==> src/rtl/riscv_pkg.sv <==
// Shared types and constants for the core's memory-port logic.
// Byte-lane words are packed [0:3][7:0]: element i is byte lane i, so a
// literal {8'h11, 8'h22, 8'h33, 8'h44} places 8'h11 in lane 0.
package riscv_pkg;

    typedef enum logic [1:0] {
        IDLE = 2'd0,
        RD   = 2'd1,
        WR   = 2'd2,
        RESP = 2'd3
    } arb_state_t;

    typedef logic [0:3][7:0] byte_word_t;

    localparam logic [31:0] WORD_ALIGN_MASK = 32'hFFFF_FFFC;

    // Little-endian view of a lane word: lane 0 becomes bits [7:0].
    function automatic logic [31:0] le_word(input byte_word_t w);
        return {w[3], w[2], w[1], w[0]};
    endfunction

endpackage

==> src/rtl/mem_port_arbiter_be_merge.sv <==
// Combinational byte-lane merge for partial stores: each lane takes the
// store byte when its enable is set, otherwise keeps the byte read back.
module be_merge
    import riscv_pkg::*;
(
    input  byte_word_t old_word,
    input  byte_word_t new_word,
    input  logic [3:0] be,
    output byte_word_t merged
);

    // Select each lane independently under its byte enable.
    always_comb begin
        merged = old_word;
        for (int i = 0; i < 4; i++) begin
            if (be[i]) begin
                merged[i] = new_word[i];
            end
        end
    end

endmodule

==> src/rtl/mem_port_arbiter.sv <==
// Shares the single word-wide memory port between instruction fetch and
// data load/store. Data has priority; a starvation counter forces a fetch
// grant after STARVE_LIMIT consecutive data grants with fetch waiting.
//
//   state | meaning
//   ------+-----------------------------------------------------------
//   IDLE  | arbitrate (only while not halted), latch granted request
//   RD    | hold mem_addr for MEM_LATENCY cycles, capture on last one
//   WR    | single-cycle write strobe with the (merged) store word
//   RESP  | one-cycle ready pulse to the granted requester
module mem_port_arbiter
    import riscv_pkg::*;
#(
    parameter int MEM_LATENCY  = 1,
    parameter int STARVE_LIMIT = 4
)
(
    input  logic        clk,
    input  logic        rst_b,
    input  logic        halted,
    input  logic        if_req,
    input  logic [31:0] if_addr,
    output logic        if_ready,
    output logic [31:0] if_rdata,
    input  logic        d_req,
    input  logic        d_we,
    input  logic [31:0] d_addr,
    input  logic [3:0]  d_be,
    input  byte_word_t  d_wdata,
    output logic        d_ready,
    output byte_word_t  d_rdata,
    output logic [31:0] mem_addr,
    output byte_word_t  mem_data_in,
    output logic        mem_write_en,
    input  byte_word_t  mem_data_out
);

    localparam int LAT_W = (MEM_LATENCY > 1) ? $clog2(MEM_LATENCY) : 1;
    localparam int STV_W = $clog2(STARVE_LIMIT + 1);
    localparam logic [LAT_W-1:0] LAT_LOAD = LAT_W'(MEM_LATENCY - 1);
    localparam logic [STV_W-1:0] STV_MAX  = STV_W'(STARVE_LIMIT);

    arb_state_t       state;
    arb_state_t       state_nxt;
    logic             gnt_d;
    logic             gnt_f;
    logic             rd_last;
    logic             gnt_data_q;
    logic             we_q;
    logic [3:0]       be_q;
    byte_word_t       wdata_q;
    byte_word_t       rdata_q;
    byte_word_t       merged_word;
    logic [31:0]      addr_q;
    logic [LAT_W-1:0] lat_cnt;
    logic [STV_W-1:0] starve_cnt;

    assign rd_last = (state == RD) && (lat_cnt == '0);

    be_merge u_be_merge (
        .old_word (mem_data_out),
        .new_word (wdata_q),
        .be       (be_q),
        .merged   (merged_word)
    );

    // Next-state and grant decision; grants are only issued from IDLE.
    always_comb begin
        state_nxt = state;
        gnt_d     = 1'b0;
        gnt_f     = 1'b0;
        case (state)
            IDLE: begin
                if (!halted) begin
                    if (d_req && !(if_req && (starve_cnt == STV_MAX))) begin
                        gnt_d = 1'b1;
                    end else if (if_req) begin
                        gnt_f = 1'b1;
                    end
                end
                if (gnt_d) begin
                    if (d_we && (d_be == 4'h0)) begin
                        state_nxt = RESP;
                    end else if (d_we && (d_be == 4'hF)) begin
                        state_nxt = WR;
                    end else begin
                        state_nxt = RD;
                    end
                end else if (gnt_f) begin
                    state_nxt = RD;
                end
            end
            RD: begin
                // Only partial stores read with we_q set; they go on to write.
                if (lat_cnt == '0) begin
                    state_nxt = we_q ? WR : RESP;
                end
            end
            WR:      state_nxt = RESP;
            RESP:    state_nxt = IDLE;
            default: state_nxt = IDLE;
        endcase
    end

    // State register.
    always_ff @(posedge clk or negedge rst_b) begin
        if (!rst_b) begin
            state <= IDLE;
        end else begin
            state <= state_nxt;
        end
    end

    // Latch the granted request, run the latency down-counter, capture reads.
    always_ff @(posedge clk or negedge rst_b) begin
        if (!rst_b) begin
            gnt_data_q <= 1'b0;
            we_q       <= 1'b0;
            be_q       <= 4'h0;
            wdata_q    <= '0;
            rdata_q    <= '0;
            addr_q     <= '0;
            lat_cnt    <= '0;
        end else begin
            if (gnt_d) begin
                gnt_data_q <= 1'b1;
                we_q       <= d_we;
                be_q       <= d_be;
                wdata_q    <= d_wdata;
                addr_q     <= d_addr & WORD_ALIGN_MASK;
            end else if (gnt_f) begin
                gnt_data_q <= 1'b0;
                we_q       <= 1'b0;
                be_q       <= 4'h0;
                addr_q     <= if_addr & WORD_ALIGN_MASK;
            end

            if (gnt_d || gnt_f) begin
                lat_cnt <= LAT_LOAD;
            end else if ((state == RD) && (lat_cnt != '0)) begin
                lat_cnt <= lat_cnt - LAT_W'(1);
            end

            if (rd_last) begin
                if (we_q) begin
                    wdata_q <= merged_word;
                end else begin
                    rdata_q <= mem_data_out;
                end
            end
        end
    end

    // Count data grants that bypassed a waiting fetch.
    always_ff @(posedge clk or negedge rst_b) begin
        if (!rst_b) begin
            starve_cnt <= '0;
        end else if (gnt_d) begin
            starve_cnt <= if_req ? (starve_cnt + STV_W'(1)) : '0;
        end else if (gnt_f) begin
            starve_cnt <= '0;
        end
    end

    assign if_ready     = (state == RESP) && !gnt_data_q;
    assign d_ready      = (state == RESP) &&  gnt_data_q;
    assign mem_write_en = (state == WR);
    assign mem_data_in  = (state == WR) ? wdata_q : '0;
    assign mem_addr     = addr_q;
    assign if_rdata     = le_word(rdata_q);
    assign d_rdata      = rdata_q;

endmodule

==> config.mk <==
export PLATFORM = sky130hd
export DESIGN_NAME = mem_port_arbiter
export DESIGN_NICKNAME = d
export VERILOG_FILES = /design/src/rtl/riscv_pkg.sv /design/src/rtl/mem_port_arbiter_be_merge.sv /design/src/rtl/mem_port_arbiter.sv
export SDC_FILE = /design/constraint.sdc
export NUM_CORES = 1
export LEC_CHECK = 0
export CORE_MARGIN = 2
export CORE_UTILIZATION = 25
export DETAILED_ROUTE_END_ITERATION = 16
export RECOVER_POWER = 50
export SYNTH_ARGS = -nofsm -noshare
export SYNTH_HDL_FRONTEND = slang
export SYNTH_HIERARCHICAL = 1
export SYNTH_SLANG_ARGS = --single-unit
==> constraint.sdc <==
create_clock -name clk -period 5.2 [get_ports clk]
set_input_delay 1.3 -clock clk [delete_from_list [all_inputs] [get_ports clk]]
set_output_delay 1.3 -clock clk [all_outputs]
set_load 0.05 [all_outputs]
==> results.sh, run 1 <==
export IMPL_worstPathRequired_ns=5.43
export IMPL_grt_busiest_layer="met2"
export IMPL_drive_above_1_share_pct=9.04
export IMPL_synthSimpleGateAreaFrac_pct=11.5
export IMPL_num_vias=4966
export IMPL_drv_slew=56
export IMPL_grt_util_met2_pct=25.3
export IMPL_met3_usage_pct=3.72
export IMPL_vias_per_cell=4.68
export IMPL_relSlewSlack_pct=-8.31
export IMPL_ys_async_sr_fraction_pct=100
export IMPL_vdd_drop_max_v=0.000365
export IMPL_timing_hold_violations_final=0
export IMPL_worstPathMaxFanout=25
export IMPL_routabilityCongestion=0.734
export IMPL_antenna_found_initial=0
export IMPL_synth_area_um2=5890
export IMPL_grt_overflow=0
export IMPL_timing_reg2reg_worst_path_depth=5
export IMPL_cts_path_max_buffers=2
export IMPL_wire_per_inst_um=17.9
export IMPL_place_area_um2=8530
export IMPL_start_util_pct=25.2
export IMPL_place_port_buffers=262
export IMPL_synth_fa_ha_area_share_pct=1.49
export IMPL_drt_total_wl_um=18900
export IMPL_n_fill_cell=2346
export IMPL_dp_hpwl_um=13100
export IMPL_synth_top_area_cell="dfrtp_1"
export IMPL_fmax_mhz=261
export IMPL_cts_buffers=9
export IMPL_setup_tns_final_ns=0
export IMPL_die_w_um=158
export IMPL_drt_iter0_drc=245
export IMPL_first_pass_iters=4
export IMPL_setup_violations=0
export IMPL_synth_area_per_cell_um2=11.2
export IMPL_cts_resized=0
export IMPL_yosys_top_cells_count="106 x dfrtp_1, 35 x buf_4, 34 x nor2_1"
export IMPL_h_tree_depth=3
export IMPL_yosysSeqAreaShare_pct=45.0
export IMPL_synth_edf_count=0
export IMPL_post_cts_setup_buffers=0
export IMPL_finClkSkew_ns=0.0143
export IMPL_dominantRegCellSynth="dfrtp_1"
export IMPL_grt_pass1_vias=5050
export IMPL_worst_slew_pin_slew_ns=1.62
export IMPL_power_density_nw_per_um2=721
export IMPL_final_antenna_net_count=0
export IMPL_cts_tree="yes"
export IMPL_min_period_ns=3.83
export IMPL_cts_sinks=106
export IMPL_status="finished with violations"
export IMPL_track_usage_pct=15.2
export IMPL_syn_inst=528
export IMPL_critPathLaunchType="register"
export IMPL_muxShareOfSynthArea_pct=14.3
export IMPL_max_cap_violations=3
export IMPL_die_h_um=158
export IMPL_path_clk_slew_ns=0.08
export IMPL_grt_max_degree=59
export IMPL_synth_top_family_by_area="compound AO/OA/AOI/OAI gates"
export IMPL_clkLatencyLatePin_ns=0.36
export IMPL_p_leak_uw=0.00343
export IMPL_grt_use_met1_pct=19.7
export IMPL_synthDominantCellAreaShare_pct=45.0
export IMPL_die_area_um2=24800
export IMPL_synth_compound_area_share_pct=18.3
export IMPL_ys_types=43
export IMPL_violations="max-capacitance violations, max-slew violations"
export IMPL_worst_ep_arrival_time_ns=4.06
export IMPL_synth_most_common_cell="dfrtp_1"
export IMPL_crit_path_end_kind="register"
export IMPL_diodes=0
export IMPL_hold_depth=1
export IMPL_yosys_warnings=6
export IMPL_synth_xor_area_share_pct=0
export IMPL_nNetsFinal=881
export IMPL_synthToLayoutAreaGrowth_pct=49.7
export IMPL_cts_root_buf="clkbuf_16"
export IMPL_rows=56
export IMPL_hp_class="reg2reg"
export IMPL_coreArea_um2=23300
export IMPL_postCtsHoldBufs=0
export IMPL_drc=0
export IMPL_ys_ff_latch=106
export IMPL_rsz0062_at_grt="false"
export IMPL_synth_area_leaders="dfrtp_1 45%, mux2_4 8.2%, mux2_1 6.1%"
export IMPL_pin_count=269
export IMPL_grt_pass1_wl_um=29000
export IMPL_fin_crit_sh_pct=73.6
export IMPL_finish_instance_area_um2=8820
export IMPL_crit_type="reg2reg"
## layout make-up
cell class	count	area, µm²	share of cell area [%]
tap	319	399	4.53
clock buffer	9	225	2.55
clock inverter	7	81.3	0.923
timing repair buffer	277	2740	31.1
multi-input combinational	336	2690	30.6
inverter	6	22.5	0.255
sequential	106	2650	30.1
## cell families after synthesis
logic type | count (synthesis)
other | 1
adders and majority gates | 7
and+or+nand+nor | 119
DFF | 106
muxes | 64
buffers and inverters | 87
AOI/OAI and AO/OA | 144
## layout by cell type (no fill, tap or decap), types with 2 or more instances in the layout
cell             netlist  layout
dlygate4sd3_1          0      31
nor2_1                34      34
a22o_1                 5       5
nor3b_1                2       3
o21ai_0               20      20
a41oi_1               32      32
ha_1                   7       7
conb_1                 1       2
or3_1                 30      30
dfrtp_1              106     106
o21ai_1               13      13
a21oi_1               32      32
buf_4                 35      14
mux2_1                32      32
mux2_4                32      32
clkbuf_16              0       9
nand2_1                2       2
a21o_1                 3       3
inv_6                  0       3
o221a_1               30      30
nand3b_1               2       2
inv_1                  6       6
and2_1                33      33
a211o_1                2       2
a22oi_1                2       2
clkdlybuf4s50_1        0     230
nand2b_1               2       2
## metal layers
| layer | vias to the layer above | part of all wire [%] |
|---|---|---|
| met1 | 2426 | 44 |
| met5 | - | 0 |
| li1 | 2337 | - |
| met2 | 184 | 48 |
| met4 | 0 | 1.4 |
| met3 | 19 | 6.7 |
## worst paths after layout
path	slack (ns)	startpoint	end
max in group asynchronous	3.40	rst_b	wdata_q[27]$_DFF_PN0_
min reg2reg	0.50	d_rdata[3]$_DFFE_PN0P_	d_rdata[3]$_DFFE_PN0P_
max	1.37	state[1]$_DFFE_PN0P_	d_rdata[22]$_DFFE_PN0P_
min	0.50	d_rdata[3]$_DFFE_PN0P_	d_rdata[3]$_DFFE_PN0P_
min in group asynchronous	1.02	rst_b	d_rdata[3]$_DFFE_PN0P_
max reg2reg	1.37	state[1]$_DFFE_PN0P_	d_rdata[22]$_DFFE_PN0P_
## worst max-delay path, cell delays in order, from the launching register on
cell      delay, ns
dfrtp_1        0.40
inv_1          0.13
ha_1           0.29
nor3b_1        1.26
clkbuf_1       1.21
mux2_1         0.41
## registers in the layout (all words and copies together), names as in the netlist
| register | count |
|---|---|
| lat_cnt | 1 |
| mem_addr | 30 |
| starve_cnt | 3 |
| gnt_data_q | 1 |
| state | 2 |
| d_rdata | 32 |
| be_q | 4 |
| we_q | 1 |
| wdata_q | 32 |
## power breakdown
part	switching [µW]	internal, µW	total (µW)
Sequential	353	1250	1600
Clock	351	384	734
Combinational	2510	1510	4020
## through the flow
stage | util [%] | total power, µW | setup slack [ns] | hold WS [ns] | cells
finish | 37.8 | 6360 | 1.37 | 0.495 | 1060
global route | 37.8 | 6730 | 0.913 | 0.524 | 1060
detailed placement | 36.5 | 5730 | 1.75 | 0.498 | 1044
global placement | 36.5 | 5700 | 1.74 | 0.490 | 1044
CTS | 37.9 | 6500 | 1.46 | 0.515 | 1060
floorplan | - | 4550 | 2.16 | 0.465 | 529
Note: power is estimated with default switching activity, not from simulation.
==> run 2: changes to the inputs <==
Clock period 5.2 ns to 3.84 ns, I/O delays scaled along.
==> results.sh, run 2 (synthesized netlist as in run 1, its figures left out) <==
export IMPL_status="finished with violations"
export IMPL_violations="max-capacitance violations, max-slew violations"
export IMPL_worstPathMaxFanout=31
export IMPL_first_pass_iters=4
export IMPL_fmax_mhz=290
export IMPL_multiInputGateArea_um2=2690
export IMPL_post_cts_setup_buffers=0
export IMPL_pin_count=269
export IMPL_finalWorstSetupSlack_ns=0.392
export IMPL_fin_crit_sh_pct=89.8
export IMPL_setup_violations=0
export IMPL_crit_chain="inv_1, ha_1, buf_12, and2_1, clkdlybuf4s50_1"
export IMPL_p_sw_share_pct=50.8
export IMPL_synthToLayoutAreaGrowth_pct=49.2
export IMPL_start_util_pct=25.2
export IMPL_cts_resized=0
export IMPL_regArea_um2=2650
export IMPL_dp_slack_ns=0.757
export IMPL_crit_path_end_kind="output pin"
export IMPL_min_period_ns=3.45
export IMPL_rows=56
export IMPL_track_usage_pct=15.4
export IMPL_p_total_uw=8620
export IMPL_grt_pass1_vias=5029
export IMPL_die_area_um2=24800
export IMPL_p_leak_uw=0.00344
export IMPL_cts_buffers=9
export IMPL_power_switching_uw=4380
export IMPL_drv_slew=68
export IMPL_relSlewSlack_pct=-29.9
export IMPL_critPathLaunchType="register"
export IMPL_final_common_cell="clkdlybuf4s50_1"
export IMPL_worst_ep_arrival_time_ns=2.49
export IMPL_cts_tree="yes"
export IMPL_coreArea_um2=23300
export IMPL_worst_slew_pin_slew_ns=1.94
export IMPL_seqPwrFrac_pct=25.1
export IMPL_die_w_um=158
export IMPL_clkLatencyLatePin_ns=0.36
export IMPL_setup_tns_final_ns=0
export IMPL_crit_type="reg2out"
export IMPL_final_antenna_net_count=0
export IMPL_drt_total_wl_um=19100
export IMPL_crit_buf_inv=3
export IMPL_drc=0
export IMPL_cts_path_max_buffers=2
export IMPL_cts_sinks=106
export IMPL_nNetsFinal=881
export IMPL_drt_iter0_drc=284
export IMPL_path_clk_slew_ns=0.08
export IMPL_n_fill_cell=2312
export IMPL_cpPeakStageDelay_ns=0.81
export IMPL_grt_pass1_wl_um=29300
export IMPL_place_port_buffers=262
export IMPL_pwr_share_clk_pct=11.0
export IMPL_final_cell_mix="229 x clkdlybuf4s50_1, 106 x dfrtp_1, 34 x nor2_1"
export IMPL_vdd_drop_max_v=0.000437
export IMPL_h_tree_depth=3
export IMPL_die_h_um=158
export IMPL_internal_power_uw=4240
export IMPL_grt_overflow=0
export IMPL_power_density_nw_per_um2=981
export IMPL_wire_per_inst_um=18.0
export IMPL_combinationalPowerShare_pct=63.9
export IMPL_cpMaxStageDelayCell="clkdlybuf4s50_1"
export IMPL_antenna_found_initial=2
export IMPL_drive_above_1_share_pct=10.3
export IMPL_routabilityCongestion=0.762
export IMPL_num_vias=5017
export IMPL_worstPathRequired_ns=2.88
export IMPL_hp_class="reg2reg"
export IMPL_cts_root_buf="clkbuf_16"
export IMPL_postCtsHoldBufs=0
export IMPL_rsz0062_at_grt="false"
export IMPL_max_cap_violations=2
export IMPL_dp_hpwl_um=13200
export IMPL_vias_per_cell=4.73
export IMPL_finClkSkew_ns=0.0121
export IMPL_worst_path_dominant_cell_family="buffers and inverters"
export IMPL_grt_max_degree=60
export IMPL_timing_hold_violations_final=0
## run 2: final timing paths
kind / from / to / slack, ns / cells past startpoint
setup / recovery: state[0]$_DFFE_PN0P_ / mem_data_in[2] / 0.39 / 5
hold / removal: d_rdata[8]$_DFFE_PN0P_ / d_rdata[8]$_DFFE_PN0P_ / 0.50 / 1
setup reg to reg: state[1]$_DFFE_PN0P_ / d_rdata[23]$_DFFE_PN0P_ / 0.70 / 5
hold reg to reg: d_rdata[8]$_DFFE_PN0P_ / d_rdata[8]$_DFFE_PN0P_ / 0.50 / 1
max in group asynchronous: rst_b / d_rdata[26]$_DFFE_PN0P_ / 0.76 / 2
min in group asynchronous: rst_b / d_rdata[3]$_DFFE_PN0P_ / 0.88 / 1
## run 2: layout make-up
class	count	area share, %
diodes	1	0.0285
clock buffers	10	2.72
clock inverters	6	0.541
inverters	6	0.256
multi-input cells	336	30.6
flip-flops and latches	106	30.2
well taps	319	4.54
repair buffers	277	31.1
## run 2: metrics by stage
| step | hold slack (ns) | utilization [%] | instance area, µm² | instances |
|---|---|---|---|---|
| global route | 0.516 | 37.6 | 8780 | 1060 |
| detailed placement | 0.495 | 36.6 | 8530 | 1044 |
| finish | 0.498 | 37.7 | 8790 | 1061 |
| floorplan | 0.465 | - | 5890 | 529 |
| CTS | 0.514 | 37.8 | 8820 | 1060 |
| global placement | 0.487 | 36.6 | 8530 | 1044 |
## run 2: worst reg2reg max path, stage by stage, from the launching register on
cell     delay (ns)
dfrtp_1        0.41
inv_1          0.14
ha_1           0.28
nor3b_1        1.54
buf_12         0.29
mux2_1         0.37
## run 2: power by group through the flow
stage	registers [µW]	clock network [µW]	logic, µW
global placement	2180	0	5560
detailed placement	2190	0	5600
global route	2260	1030	5820
floorplan	3190	0	2970
CTS	2180	983	5600
finish	2170	948	5510
## run 2: layer usage
metal	global-route usage (%)	part of all wire [%]
met1	20.0	45
met2	25.3	47
met3	3.50	6.4
met4	4.81	1.5
met5	0	0
==> run 3: changes to the inputs <==
--- a/config.mk
+++ b/config.mk
@@ -7,3 +7,2 @@
 export LEC_CHECK = 0
-export CORE_MARGIN = 2
 export CORE_UTILIZATION = 25
--- a/constraint.sdc
+++ b/constraint.sdc
@@ -3,2 +3,2 @@
 set_output_delay 0.96 -clock clk [all_outputs]
-set_load 0.05 [all_outputs]
+set_load 0.1 [all_outputs]
==> results.sh, run 3 (synthesized netlist as in run 1, its figures left out) <==
export IMPL_routabilityCongestion=0.787
export IMPL_drive_above_1_share_pct=13.3
export IMPL_drt_total_wl_um=19300
export IMPL_cts_root_buf="clkbuf_16"
export IMPL_pin_count=269
export IMPL_die_area_um2=24200
export IMPL_n_fill_cell=2317
export IMPL_h_tree_depth=3
export IMPL_num_vias=4957
export IMPL_coreArea_um2=22800
export IMPL_finClkSkew_ns=0.0113
export IMPL_cts_sinks=106
export IMPL_drt_iter0_drc=224
export IMPL_cts_buffers=9
export IMPL_min_delay_worst_endpoint="gnt_data_q$_DFFE_PN0P_"
export IMPL_wire_per_inst_um=18.3
export IMPL_place_inst=1035
export IMPL_timing_rr_end="d_rdata[17]$_DFFE_PN0P_"
export IMPL_rsz0062_at_grt="false"
export IMPL_fin_crit_sh_pct=81.7
export IMPL_layout_cells_non_filler=1051
export IMPL_hp_class="reg2reg"
export IMPL_nNetsFinal=878
export IMPL_antenna_found_initial=1
export IMPL_post_cts_setup_buffers=0
export IMPL_r2r_start="state[1]$_DFFE_PN0P_"
export IMPL_violations="max-capacitance violations, max-slew violations"
export IMPL_timing_reg2reg_worst_path_depth=5
export IMPL_worstPathMaxFanout=30
export IMPL_grt_max_degree=60
export IMPL_crit_path_end_kind="register"
export IMPL_die_w_um=156
export IMPL_start_util_pct=25.8
export IMPL_critPathLaunchType="primary input"
export IMPL_grt_pass1_wl_um=29900
export IMPL_track_usage_pct=16.2
export IMPL_die_h_um=156
export IMPL_min_period_ns=3.14
export IMPL_path_clk_slew_ns=0.08
export IMPL_relSlewSlack_pct=-27.4
export IMPL_timing_hold_ws_ns=0.512
export IMPL_diodes=0
export IMPL_postCtsHoldBufs=0
export IMPL_setup_violations=0
export IMPL_worst_slew_pin_slew_ns=1.91
export IMPL_place_port_buffers=262
export IMPL_final_cell_mix="223 x clkdlybuf4s50_1, 106 x dfrtp_1, 33 x nor2_1, 33 x and2_1"
export IMPL_max_cap_violations=1
export IMPL_status="finished with violations"
export IMPL_drc=0
export IMPL_vias_per_cell=4.72
export IMPL_drv_slew=9
export IMPL_synthToLayoutAreaGrowth_pct=52.4
export IMPL_timing_hold_violations_final=0
export IMPL_worstPathRequired_ns=4.12
export IMPL_hold_depth=1
export IMPL_grt_overflow=0
export IMPL_regToRegSetupSlack_ns=0.74
export IMPL_final_antenna_net_count=0
export IMPL_first_pass_iters=4
export IMPL_rows=55
export IMPL_cts_tree="yes"
export IMPL_crit_type="in2reg"
export IMPL_clkLatencyLatePin_ns=0.36
export IMPL_final_common_cell="clkdlybuf4s50_1"
export IMPL_cts_resized=0
export IMPL_grt_pass1_vias=4968
export IMPL_worst_ep_arrival_time_ns=3.42
export IMPL_cts_path_max_buffers=2
export IMPL_hold_start="gnt_data_q$_DFFE_PN0P_"
export IMPL_dp_hpwl_um=13200
export IMPL_setup_tns_final_ns=0
export IMPL_fmax_mhz=319
run 3: critical path, stage by stage:
cell and delay, ns:
dlygate4sd3_1 0.71, and3_2 0.24, clkbuf_1 1.05, o21ai_0 0.25
a21oi_1 0.20
run 3: layer usage:
metal / vias up / track usage [%] / share of wire [%]
li1: 2325 / - / -
met1: 2439 / 21.7 / 44
met2: 176 / 26.1 / 48
met3: 15 / 4.07 / 6.8
met4: 2 / 3.64 / 0.92
met5: - / 0 / 0.068
run 3: worst max-delay path by stage:
stage | start | endpoint | cells past startpoint
2_1_floorplan | state[0]$_DFFE_PN0P_ | mem_data_in[31] | 4
3_3_place_gp | if_req | mem_addr[21]$_DFFE_PN0P_ | 4
3_5_place_dp | if_req | mem_addr[16]$_DFFE_PN0P_ | 4
4_1_cts | state[0]$_DFFE_PN0P_ | mem_data_in[8] | 5
5_1_grt | halted | starve_cnt[1]$_DFFE_PN0P_ | 4
6_report | if_req | wdata_q[8]$_DFF_PN0_ | 5
run 3: layout make-up:
| type | count | area (µm²) | share of cell area (%) |
|---|---|---|---|
| Timing Repair Buffer | 274 | 2920 | 32.5 |
| Sequential cell | 106 | 2650 | 29.5 |
| Inverter | 6 | 22.5 | 0.251 |
| Clock buffer | 9 | 225 | 2.51 |
| Tap cell | 313 | 392 | 4.36 |
| Multi-Input combinational cell | 336 | 2690 | 30.0 |
| Clock inverter | 7 | 77.6 | 0.864 |
run 3: through the flow:
| stage | area (µm²) | worst slack [ns] | utilization [%] |
|---|---|---|---|
| 4_1_cts | 9010 | 0.692 | 39.4 |
| 3_3_place_gp | 8700 | 0.807 | 38.1 |
| 6_report | 8980 | 0.701 | 39.3 |
| 5_1_grt | 8980 | 0.431 | 39.3 |
| 2_1_floorplan | 5890 | 0.468 | - |
| 3_5_place_dp | 8700 | 0.749 | 38.1 |
Power of run 3 is left out: the tool's default activity adds up to more than one toggle a clock period on the data nets, which glitch-free logic cannot reach.
